==> src/rtl/reciprocal_seq_if.sv <==
// reciprocal_seq_if: operand/result handshake bundle for the sequential reciprocal unit
interface reciprocal_seq_if #(
  parameter int NEXP = 8,
  parameter int NSIG = 7
);
  logic                 in_valid;
  logic                 in_ready;
  logic [NEXP+NSIG:0]   A;
  logic [1:0]           rm;
  logic                 out_valid;
  logic                 out_ready;
  logic [NEXP+NSIG:0]   Arecip;
  logic [5:0]           recipFlags;
  logic [4:0]           excFlags;
  modport master (output in_valid, A, rm, out_ready, input in_ready, out_valid, Arecip, recipFlags, excFlags);
  modport slave (input in_valid, A, rm, out_ready, output in_ready, out_valid, Arecip, recipFlags, excFlags);
endinterface

==> src/rtl/reciprocal_seq.sv <==
// reciprocal_seq: sequential IEEE-style reciprocal via restoring division with full rounding
module reciprocal_seq #(
  parameter int NEXP = 8,
  parameter int NSIG = 7
) (
  input  logic             clk,
  input  logic             rst,
  reciprocal_seq_if.slave  bus
);
  localparam int W    = NEXP + NSIG + 1;
  localparam int EW   = NEXP + 2;
  localparam int QW   = NSIG + 2;
  localparam int RW   = NSIG + 3;
  localparam int CW   = $clog2(NSIG + 3);
  localparam int BIAS = (1 << (NEXP - 1)) - 1;
  typedef enum logic [2:0] {IDLE, NORM, DIV, ROUND, DONE} state_t;
  state_t state_q, state_d;
  logic [W-1:0]    a_q, res_q;
  logic [1:0]      rm_q;
  logic [NSIG:0]   m_q;
  logic [EW-1:0]   exp_q;
  logic            pow2_q, spec_q;
  logic [RW-1:0]   r_q;
  logic [QW-1:0]   quo_q;
  logic [CW-1:0]   cnt_q;
  logic [5:0]      cls_q;
  logic [4:0]      exc_q;
  logic            s, e_max, e_zero, f_zero, nan, inf, zer, spec, pow2;
  logic [NEXP-1:0] ae;
  logic [NSIG-1:0] af, nf;
  logic [EW-1:0]   ne, exp_n;
  logic [W-1:0]    spec_res;
  logic [5:0]      spec_cls;
  logic [4:0]      spec_exc;
  assign {s, ae, af} = a_q;
  assign e_max  = &ae;
  assign e_zero = ae == '0;
  assign f_zero = af == '0;
  assign nan    = e_max & ~f_zero;
  assign inf    = e_max & f_zero;
  assign zer    = e_zero & f_zero;
  assign spec   = e_max | zer;
  // subnormals: shift the leading one into the hidden position and lower the exponent to match
  always_comb begin
    nf = af;
    ne = {2'b00, ae};
    if (e_zero)
      for (int i = 0; i < NSIG; i++)
        if (af[i]) begin
          nf = af << (NSIG - i);
          ne = EW'(i + 1 - NSIG);
        end
  end
  assign pow2     = nf == '0;
  assign exp_n    = EW'(2 * BIAS) - ne - {{(EW-1){1'b0}}, ~pow2};
  assign spec_res = nan ? {s, {NEXP{1'b1}}, 1'b1, {(NSIG-1){1'b0}}} : inf ? {s, {(W-1){1'b0}}} : {s, {NEXP{1'b1}}, {NSIG{1'b0}}};
  assign spec_cls = nan ? 6'h10 : inf ? 6'h04 : 6'h08;
  assign spec_exc = nan ? {4'b0000, ~af[NSIG-1]} : inf ? 5'h00 : 5'h02;
  logic            ge;
  logic [RW-1:0]   m_ext, r_nxt;
  assign m_ext = {2'b00, m_q};
  assign ge    = r_q >= m_ext;
  assign r_nxt = (ge ? r_q - m_ext : r_q) << 1;
  logic [QW-1:0]      q, qs, lostm;
  logic [EW-1:0]      sh, rexp;
  logic [EW+NSIG-1:0] ef;
  logic [NSIG-1:0]    rfrac;
  logic               rs, tiny, st, g, inx, inc, ovf, ovf_inf;
  logic [W-1:0]       rnd_res;
  logic [5:0]         rnd_cls;
  logic [4:0]         rnd_exc;
  assign rs = a_q[W-1];
  // denormalise tiny results, round per rm, and let the carry ripple into the exponent field
  always_comb begin
    q       = pow2_q ? {1'b1, {(QW-1){1'b0}}} : quo_q;
    tiny    = exp_q[EW-1] | (exp_q == '0);
    sh      = tiny ? EW'(1) - exp_q : '0;
    qs      = q >> sh;
    lostm   = q & ~({QW{1'b1}} << sh);
    st      = (~pow2_q & (|r_q)) | (|lostm);
    g       = qs[0];
    inx     = g | st;
    inc     = rm_q == 2'd0 ? g & (st | qs[1]) : rm_q == 2'd1 ? 1'b0 : rm_q == 2'd2 ? ~rs & inx : rs & inx;
    ef      = {tiny ? {EW{1'b0}} : exp_q, qs[NSIG:1]} + {{(EW+NSIG-1){1'b0}}, inc};
    rexp    = ef[EW+NSIG-1:NSIG];
    rfrac   = ef[NSIG-1:0];
    ovf     = rexp >= EW'((1 << NEXP) - 1);
    ovf_inf = (rm_q == 2'd0) | ((rm_q == 2'd2) & ~rs) | ((rm_q == 2'd3) & rs);
    rnd_res = ~ovf ? {rs, rexp[NEXP-1:0], rfrac} : ovf_inf ? {rs, {NEXP{1'b1}}, {NSIG{1'b0}}} : {rs, {(NEXP-1){1'b1}}, 1'b0, {NSIG{1'b1}}};
    rnd_cls = ovf ? (ovf_inf ? 6'h08 : 6'h01) : rexp == '0 ? (rfrac == '0 ? 6'h04 : 6'h02) : 6'h01;
    rnd_exc = {inx | ovf, tiny & inx, ovf, 2'b00};
  end
  // state register
  always_ff @(posedge clk or posedge rst)
    if (rst) state_q <= IDLE;
    else state_q <= state_d;
  // next state and handshake outputs; specials pass through ROUND untouched to settle their result
  always_comb begin
    state_d        = state_q;
    bus.in_ready   = state_q == IDLE;
    bus.out_valid  = state_q == DONE;
    bus.Arecip     = res_q;
    bus.recipFlags = cls_q;
    bus.excFlags   = exc_q;
    case (state_q)
      IDLE:    state_d = bus.in_valid ? NORM : IDLE;
      NORM:    state_d = spec ? ROUND : DIV;
      DIV:     state_d = cnt_q == CW'(NSIG + 1) ? ROUND : DIV;
      ROUND:   state_d = DONE;
      DONE:    state_d = bus.out_ready ? IDLE : DONE;
      default: state_d = IDLE;
    endcase
  end
  // operand capture, one quotient bit per DIV cycle, result capture
  always_ff @(posedge clk or posedge rst)
    if (rst) begin
      a_q    <= '0;
      rm_q   <= '0;
      m_q    <= '0;
      exp_q  <= '0;
      pow2_q <= 1'b0;
      spec_q <= 1'b0;
      r_q    <= '0;
      quo_q  <= '0;
      cnt_q  <= '0;
      res_q  <= '0;
      cls_q  <= '0;
      exc_q  <= '0;
    end else
      case (state_q)
        IDLE:
          if (bus.in_valid) begin
            a_q  <= bus.A;
            rm_q <= bus.rm;
          end
        NORM: begin
          m_q    <= {1'b1, nf};
          exp_q  <= exp_n;
          pow2_q <= pow2;
          spec_q <= spec;
          r_q    <= {2'b01, {(NSIG+1){1'b0}}};
          cnt_q  <= '0;
          if (spec) begin
            res_q <= spec_res;
            cls_q <= spec_cls;
            exc_q <= spec_exc;
          end
        end
        DIV: begin
          r_q   <= r_nxt;
          quo_q <= {quo_q[QW-2:0], ge};
          cnt_q <= cnt_q + CW'(1);
        end
        ROUND:
          if (!spec_q) begin
            res_q <= rnd_res;
            cls_q <= rnd_cls;
            exc_q <= rnd_exc;
          end
        default: ;
      endcase
endmodule

==> src/flat_wrapper.sv <==
// flat-port wrapper written by rule: the top's interface ports become plain ports
module reciprocal_seq_flat 
#(
  parameter int NEXP = 8,
  parameter int NSIG = 7
)
  (clk, rst, bus_in_valid, bus_A, bus_rm, bus_out_ready, bus_in_ready, bus_out_valid, bus_Arecip, bus_recipFlags, bus_excFlags);
  reciprocal_seq_if #(.NEXP(NEXP), .NSIG(NSIG)) bus_i ();
  input  logic clk;
  input  logic rst;
  input wire logic [$bits(bus_i.in_valid)-1:0] bus_in_valid;
  input wire logic [$bits(bus_i.A)-1:0] bus_A;
  input wire logic [$bits(bus_i.rm)-1:0] bus_rm;
  input wire logic [$bits(bus_i.out_ready)-1:0] bus_out_ready;
  output wire logic [$bits(bus_i.in_ready)-1:0] bus_in_ready;
  output wire logic [$bits(bus_i.out_valid)-1:0] bus_out_valid;
  output wire logic [$bits(bus_i.Arecip)-1:0] bus_Arecip;
  output wire logic [$bits(bus_i.recipFlags)-1:0] bus_recipFlags;
  output wire logic [$bits(bus_i.excFlags)-1:0] bus_excFlags;
  assign bus_i.in_valid = bus_in_valid;
  assign bus_i.A = bus_A;
  assign bus_i.rm = bus_rm;
  assign bus_i.out_ready = bus_out_ready;
  assign bus_in_ready = bus_i.in_ready;
  assign bus_out_valid = bus_i.out_valid;
  assign bus_Arecip = bus_i.Arecip;
  assign bus_recipFlags = bus_i.recipFlags;
  assign bus_excFlags = bus_i.excFlags;
  reciprocal_seq #(.NEXP(NEXP), .NSIG(NSIG)) u_core (.clk(clk), .rst(rst), .bus(bus_i));
endmodule
==> config.mk <==
export PLATFORM = sky130hd
export DESIGN_NAME = reciprocal_seq_flat
export DESIGN_NICKNAME = d
export VERILOG_FILES = /design/src/rtl/reciprocal_seq_if.sv /design/src/rtl/reciprocal_seq.sv /design/src/flat_wrapper.sv
export SDC_FILE = /design/constraint.sdc
export NUM_CORES = 1
export LEC_CHECK = 0
export BUFFER_PORTS_ARGS = -buffer_cell sky130_fd_sc_hd__buf_2
export CAP_MARGIN = 20
export CORE_AREA = 2 2 105 107
export DETAILED_ROUTE_END_ITERATION = 6
export DIE_AREA = 0 0 107 109
export PLACE_DENSITY = 0.84
export SETUP_SLACK_MARGIN = 0.15
export SLEW_MARGIN = 20
export SYNTH_ARGS = -nofsm -noshare
export SYNTH_HDL_FRONTEND = slang
export SYNTH_SLANG_ARGS = --single-unit
==> constraint.sdc <==
create_clock -name clk -period 7 [get_ports clk]
set_input_delay 1.4 -clock clk [delete_from_list [all_inputs] [get_ports clk]]
set_output_delay 1.4 -clock clk [all_outputs]
set_load 0.05 [all_outputs]
## Word-level counts from Yosys, hierarchy flattened

Cells that the tools add are included.
W data, S select, Z words.

| cells by class | value |
|---|---|
| add/sub/neg operators | 6 |
| $lt $le $gt $ge | 2 |
| eq/ne operators | 10 |
| shift-type cells | 2 |
| muxes and demuxes | 50 |
| bitwise gates (word level) | 25 |
| reduce and logical (&&, ||, !) cells | 15 |

Operators with widths:

| kind | count |
|---|---|
| $mux W10 | 10 |
| $mux W7 | 7 |
| $mux W15 | 3 |
| $mux W16 | 2 |
| $pmux W16 S2 | 1 |
| $mux W6 | 5 |
| $logic_not A7 Y1 | 3 |
| $logic_not A10 Y1 | 2 |
| $pmux W10 S2 | 1 |
| $mux W9 | 2 |
| $add A17 B1 Y17 | 1 |
| $mux W5 | 3 |
| $pmux W3 S5 | 1 |
| $pmux W6 S2 | 1 |
| $and A1 B1 Y1 | 10 |
| $ge A10 B8 Y1 | 1 |
| $ge A10 B8 Y1 const B | 1 |
| $pmux W5 S2 | 1 |
| $reduce_or A10 Y1 | 1 |
| $shl A9 B10 Y9 const A | 1 |
| $shr A9 B10 Y8 | 1 |
| $sub A1 B10 Y10 const A | 1 |
| $sub A10 B1 Y10 | 1 |
| $sub A8 B10 Y10 const A | 1 |
| 28 further kinds | 49 |

| word-level totals | value |
|---|---|
| register bits | 91 |
| output and inout port bits | 29 |

## Longest topological paths before layout

| depth | value |
|---|---|
| depth in word-level cells | 20 |
| depth in mapped cells | 26 |

## Worst setup path before layout

Ideal clock, no wire load.

| timing | value |
|---|---|
| path type | flip-flop to flip-flop |
| start | register u_core.exp_q[1] |
| end | register u_core.res_q[7], in the netlist u_core.bus.Arecip[7] |
| arrival | 5518 ps |
| data required time | 6877 ps |
| setup slack | 1359 ps |
| stages on the path, launching flop included | 26 |
| path buffers | 3 |
| clock period less this slack | 5641 ps |
| cells stage by stage | dfrtp_1 clkbuf_1 inv_1 ha_1 nor3b_2 xnor2_1 a211oi_2 clkbuf_1 a22oi_1 o21ai_0 o211ai_1 o21ai_0 nand2_1 or4_1 nand2_1 ha_1 ha_1 nand2_1 o22a_1 or3_1 or3_1 a311oi_2 a41oi_2 buf_2 nor3_1 nor3_1 |

| on the way | value |
|---|---|
| longest elaborated chain between the ends | 18 |

Ends and longest elaborated chain:

| element | RTL line | text |
|---|---|---|
| from (decl) | reciprocal_seq.sv:21 | `logic [EW-1:0] exp_q;` |
| from (signal assigned) | reciprocal_seq.sv:138 | `exp_q <= exp_n;` |
| parallel branches: the longest is 13 deep, another holds $sub A1 B10 Y10 | n/a |  |
| $add A17 B1 Y17 (*) | reciprocal_seq.sv:84 | `ef = {tiny ? {EW{1'b0}} : exp_q, qs[NSIG:1]} + {{(EW+NSIG-1){1'b0}}, inc};` |
| $ge A10 B8 Y1 | reciprocal_seq.sv:87 | `ovf = rexp >= EW'((1 << NEXP) - 1);` |
| $mux W15 (*) | reciprocal_seq.sv:89 | `rnd_res = ~ovf ? {rs, rexp[NEXP-1:0], rfrac} : ovf_inf ? {rs, {NEXP{1'b1}}, {NSIG{1'b0}}} : {rs, {(NEXP-1){1'b ...` |
| $mux W16 (*) | reciprocal_seq.sv:155 | `if (!spec_q) begin` |
| $pmux W16 S2 (*) | reciprocal_seq.sv:130 | `case (state_q)` |
| to (signal assigned) | reciprocal_seq.sv:144 | `res_q <= spec_res;` |
| to (signal assigned) | reciprocal_seq.sv:156 | `res_q <= rnd_res;` |
| to (decl) | reciprocal_seq.sv:18 | `logic [W-1:0] a_q, res_q;` |

Every way passes the cells marked *. The select of a mux whose other input is x is not followed.
A chain may end at the register's enable or synchronous reset.

## Worst setup path in the final report

| timing | value |
|---|---|
| start | register u_core.exp_q[2] |
| end | register u_core.res_q[6], in the netlist u_core.bus.Arecip[6] |

The elaborated chain is that of the path after synthesis.

==> key figures <==
Run status
  – Outcome: finished, final reports clean

Pwr
  – PwrDens: 537 nW/um^2
  – Worst VDD drop: 320 uV
  – Leak: 0.00298 uW

Placed design
  – Cell Area, Placed: 6470 sq um
  – Gpl congestion: 0.905
  – Port Buffers: 49
  – HPWL Detailed: 11.8 mm

Global route
  – Pin count of the biggest net entering global routing: 90
  – GRT Total Usage: 28.3%
  – Global-route wire length before repair: 26.3 mm
  – Initial antenna violation count: 0
  – Congestion Overflow GR: 0
  – Vias in the first global route: 5426

Yosys
  – Number of flops mapped to enable cells by yosys: 0
  – Syn Nets: 779
  – Gate Count Post-Synth: 732
  – Compound-Gate Fraction of Synth Area: 21.8%
  – Post-synth top flop: dfrtp_1
  – Largest family of logic cells by synthesized area: compound AO/OA/AOI/OAI gates
  – Seq/Total Area, Yosys: 35.9%
  – Asr flop ratio synth: 100%
  – YS warnings: 0
  – Mapped Area: 6200 sq um
  – Synth Area in XOR/XNOR: 3.81%
  – Post-synthesis simple-gate area fraction: 21.5%
  – Largest area contributor in the netlist: dfrtp_1
  – Synth area leaders: dfrtp_1 (36%), o21ai_0 (6.1%), nand2_1 (5.9%), ha_1 (4.6%), nor2_1 (3.6%)
  – Mux cell area share after synthesis: 5.35%
  – FF+latch count, synth: 89
  – Mapped Avg Cell Area: 8.47 sq um
  – Top cell type's share of synthesized area: 35.9%
  – Most instantiated cells after synthesis: nand2_1 (98), dfrtp_1 (89), o21ai_0 (76)
  – Count leader, synth: nand2_1
  – Post-synthesis adder-cell area fraction: 5.29%
  – Distinct cells, synth: 75

Setup path
  – Crit end category: flip-flop
  – Crit path max fanout: 14
  – Setup crit start kind: flip-flop
  – Worst reg-to-reg setup slack: 0.54 ns
  – WP data arrival: 6.73 ns
  – Worst EP required: 7.27 ns
  – Critical path class: reg -> reg

STA
  – Fin. max-slew vios: 0
  – Clk_skew: 0.0137 ns
  – RSZ-0062 raised after global routing: false
  – Min Hold Slack: 0.470 ns
  – Worst slew pin tran: 1.04 ns
  – Setup Total Neg Slack: 0 ns
  – Max Clock Freq: 0.155 GHz
  – Final Cycle Share: 92.3%
  – Post-route minimum period: 6.46 ns
  – Hold Vio Cnt, Final: 0
  – Max-slew headroom: 30.5%
  – Final Setup Violations: 0

Route
  – Routed Antenna Nets: 0
  – WL/cell: 17.9 um
  – Vias/cell: 6.19
  – Routed WL: 16.2 mm
  – DR DRC count: 0
  – Vias: 5606
  – Detailed Route Iter0 Violations: 425
  – DRT Pass-1 Iters: 7

Clock tree
  – Clk root buf: clkbuf_8
  – Skew-Pair Late Insertion Delay: 0.38 ns
  – Post-CTS Hold Buffers: 0
  – Num CTS Buffers: 9
  – Clk sinks: 89
  – Clk buf depth: 2
  – Clk slew on worst S/H paths: 0.09 ns
  – CTS tree: built
  – H-tree Lvls: 3

Floorplanning
  – Die Span Y: 109 um
  – Core area: 10600 sq um
  – Site row count: 38
  – Die area: 11700 sq um
  – I/O pins: 51
  – Die W: 107 um
  – Initial Util: 58.5%

Layout
  – Nets: 807
  – Area grow syn2layout: 7.79%
  – Fin util: 63.0%
  – Final instance area: 6680 sq um
  – Ratio of cells with drive above 1 in the final layout: 15.6%
  – Fillers: 866
  – # diodes: 0

Flow run
  – Number of max-cap violations: 0

Min path
  – HP Class: reg -> reg
-- worst paths after layout --
check / startpoint / endpoint / depth (start not counted)
worst max-delay path: u_core.exp_q[2] / u_core.bus.Arecip[6] / 20
worst min-delay path: u_core.m_q[7] / u_core.m_q[7] / 2
worst max register to register: u_core.exp_q[2] / u_core.bus.Arecip[6] / 20
worst min register to register: u_core.m_q[7] / u_core.m_q[7] / 2
max in group asynchronous: rst / u_core.exp_q[1] / 3
min in group asynchronous: rst / u_core.a_q[8] / 3
-- critical path, cell delays in order, from the launching register on --
cell and delay, ns:
dfrtp_1 0.54, inv_1 0.14, ha_1 0.22, nor3b_2 0.25, mux2_2 0.42, a211oi_2 0.56
a22oi_1 0.20, o21ai_0 0.20, o211ai_1 0.11, o21ai_0 0.21, nand2_1 0.13, or4_1 0.47
nand2_1 0.08, ha_1 0.17, inv_1 0.04, or4b_1 0.75, o41a_1 0.50, a311oi_2 0.51
a41oi_2 0.28, mux2i_1 0.24, a221o_1 0.31
-- registers in the layout, summed over array words and instances, names as in the netlist --
signal                 cells
u_core.a_q                16
u_core.bus.Arecip         16
u_core.bus.excFlags        5
u_core.bus.recipFlags      5
u_core.cnt_q               4
u_core.exp_q              10
u_core.m_q                 8
u_core.pow2_q              1
u_core.quo_q               9
u_core.r_q                 9
u_core.rm_q                2
u_core.spec_q              1
u_core.state_q             3
-- per-stage QoR --
| stage | total power (uW) | setup WS [ns] | instances |
|---|---|---|---|
| after CTS | 3550 | 0.390 | 905 |
| final | 3590 | 0.541 | 905 |
| after global routing | 3870 | 0.260 | 905 |
| after detailed placement | 3170 | 0.451 | 889 |
| after global placement | 3080 | 0.694 | 889 |
| after floorplan | 2670 | 1.36 | 732 |
-- what timing repair did --
item	4_1_cts	5_1_grt
hold endpoints to repair	0	0
setup buffers	0	0
gates resized for setup	0	2
endpoints found under the setup margin	0	16
-- per-layer routing --
metal / vias to the layer above / GRT usage (%) / wire, um / share of wire, %
met1: 2658 / 37.3 / 6580 / 41
met4: 0 / 10.2 / 397 / 2.4
met2: 266 / 47.8 / 8100 / 50
met3: 37 / 4.18 / 1140 / 7.0
met5: - / 0 / 0 / 0
li1: 2645 / - / - / -
-- cell type report --
cell class	count	area, sq um	share of cell area (%)
flip-flops and latches	89	2230	33.3
well taps	140	175	2.62
inverters	48	181	2.71
multi-input cells	556	3590	53.8
clock inverters	5	62.6	0.936
repair buffers	56	302	4.51
clock buffers	11	141	2.12
-- power breakdown --
part	internal (uW)	switching, uW	total [uW]	leakage (uW)
logic	811	1360	2170	0.00179
registers	736	309	1040	0.00109
clock network	177	198	375	0.0000962
-- kinds of logic after synthesis --
family,count (synthesis)
simple gates,266
compound gates,206
flops,89
buf+inv,87
mux,31
xor+xnor,27
fa+ha+maj,25
other cells,1
-- placed cells by master, fill, tap and decap left out, types with 14 or more instances in the layout --
cell type	instances
nand2_1	98
o21ai_0	76
dfrtp_1	88
nor2_1	60
xnor2_1	19
a21oi_1	35
buf_2	49
inv_1	46
mux2i_1	14
nor3_1	15
mux2_2	17
ha_1	23
No activity file was read; power rests on OpenSTA's default activity.
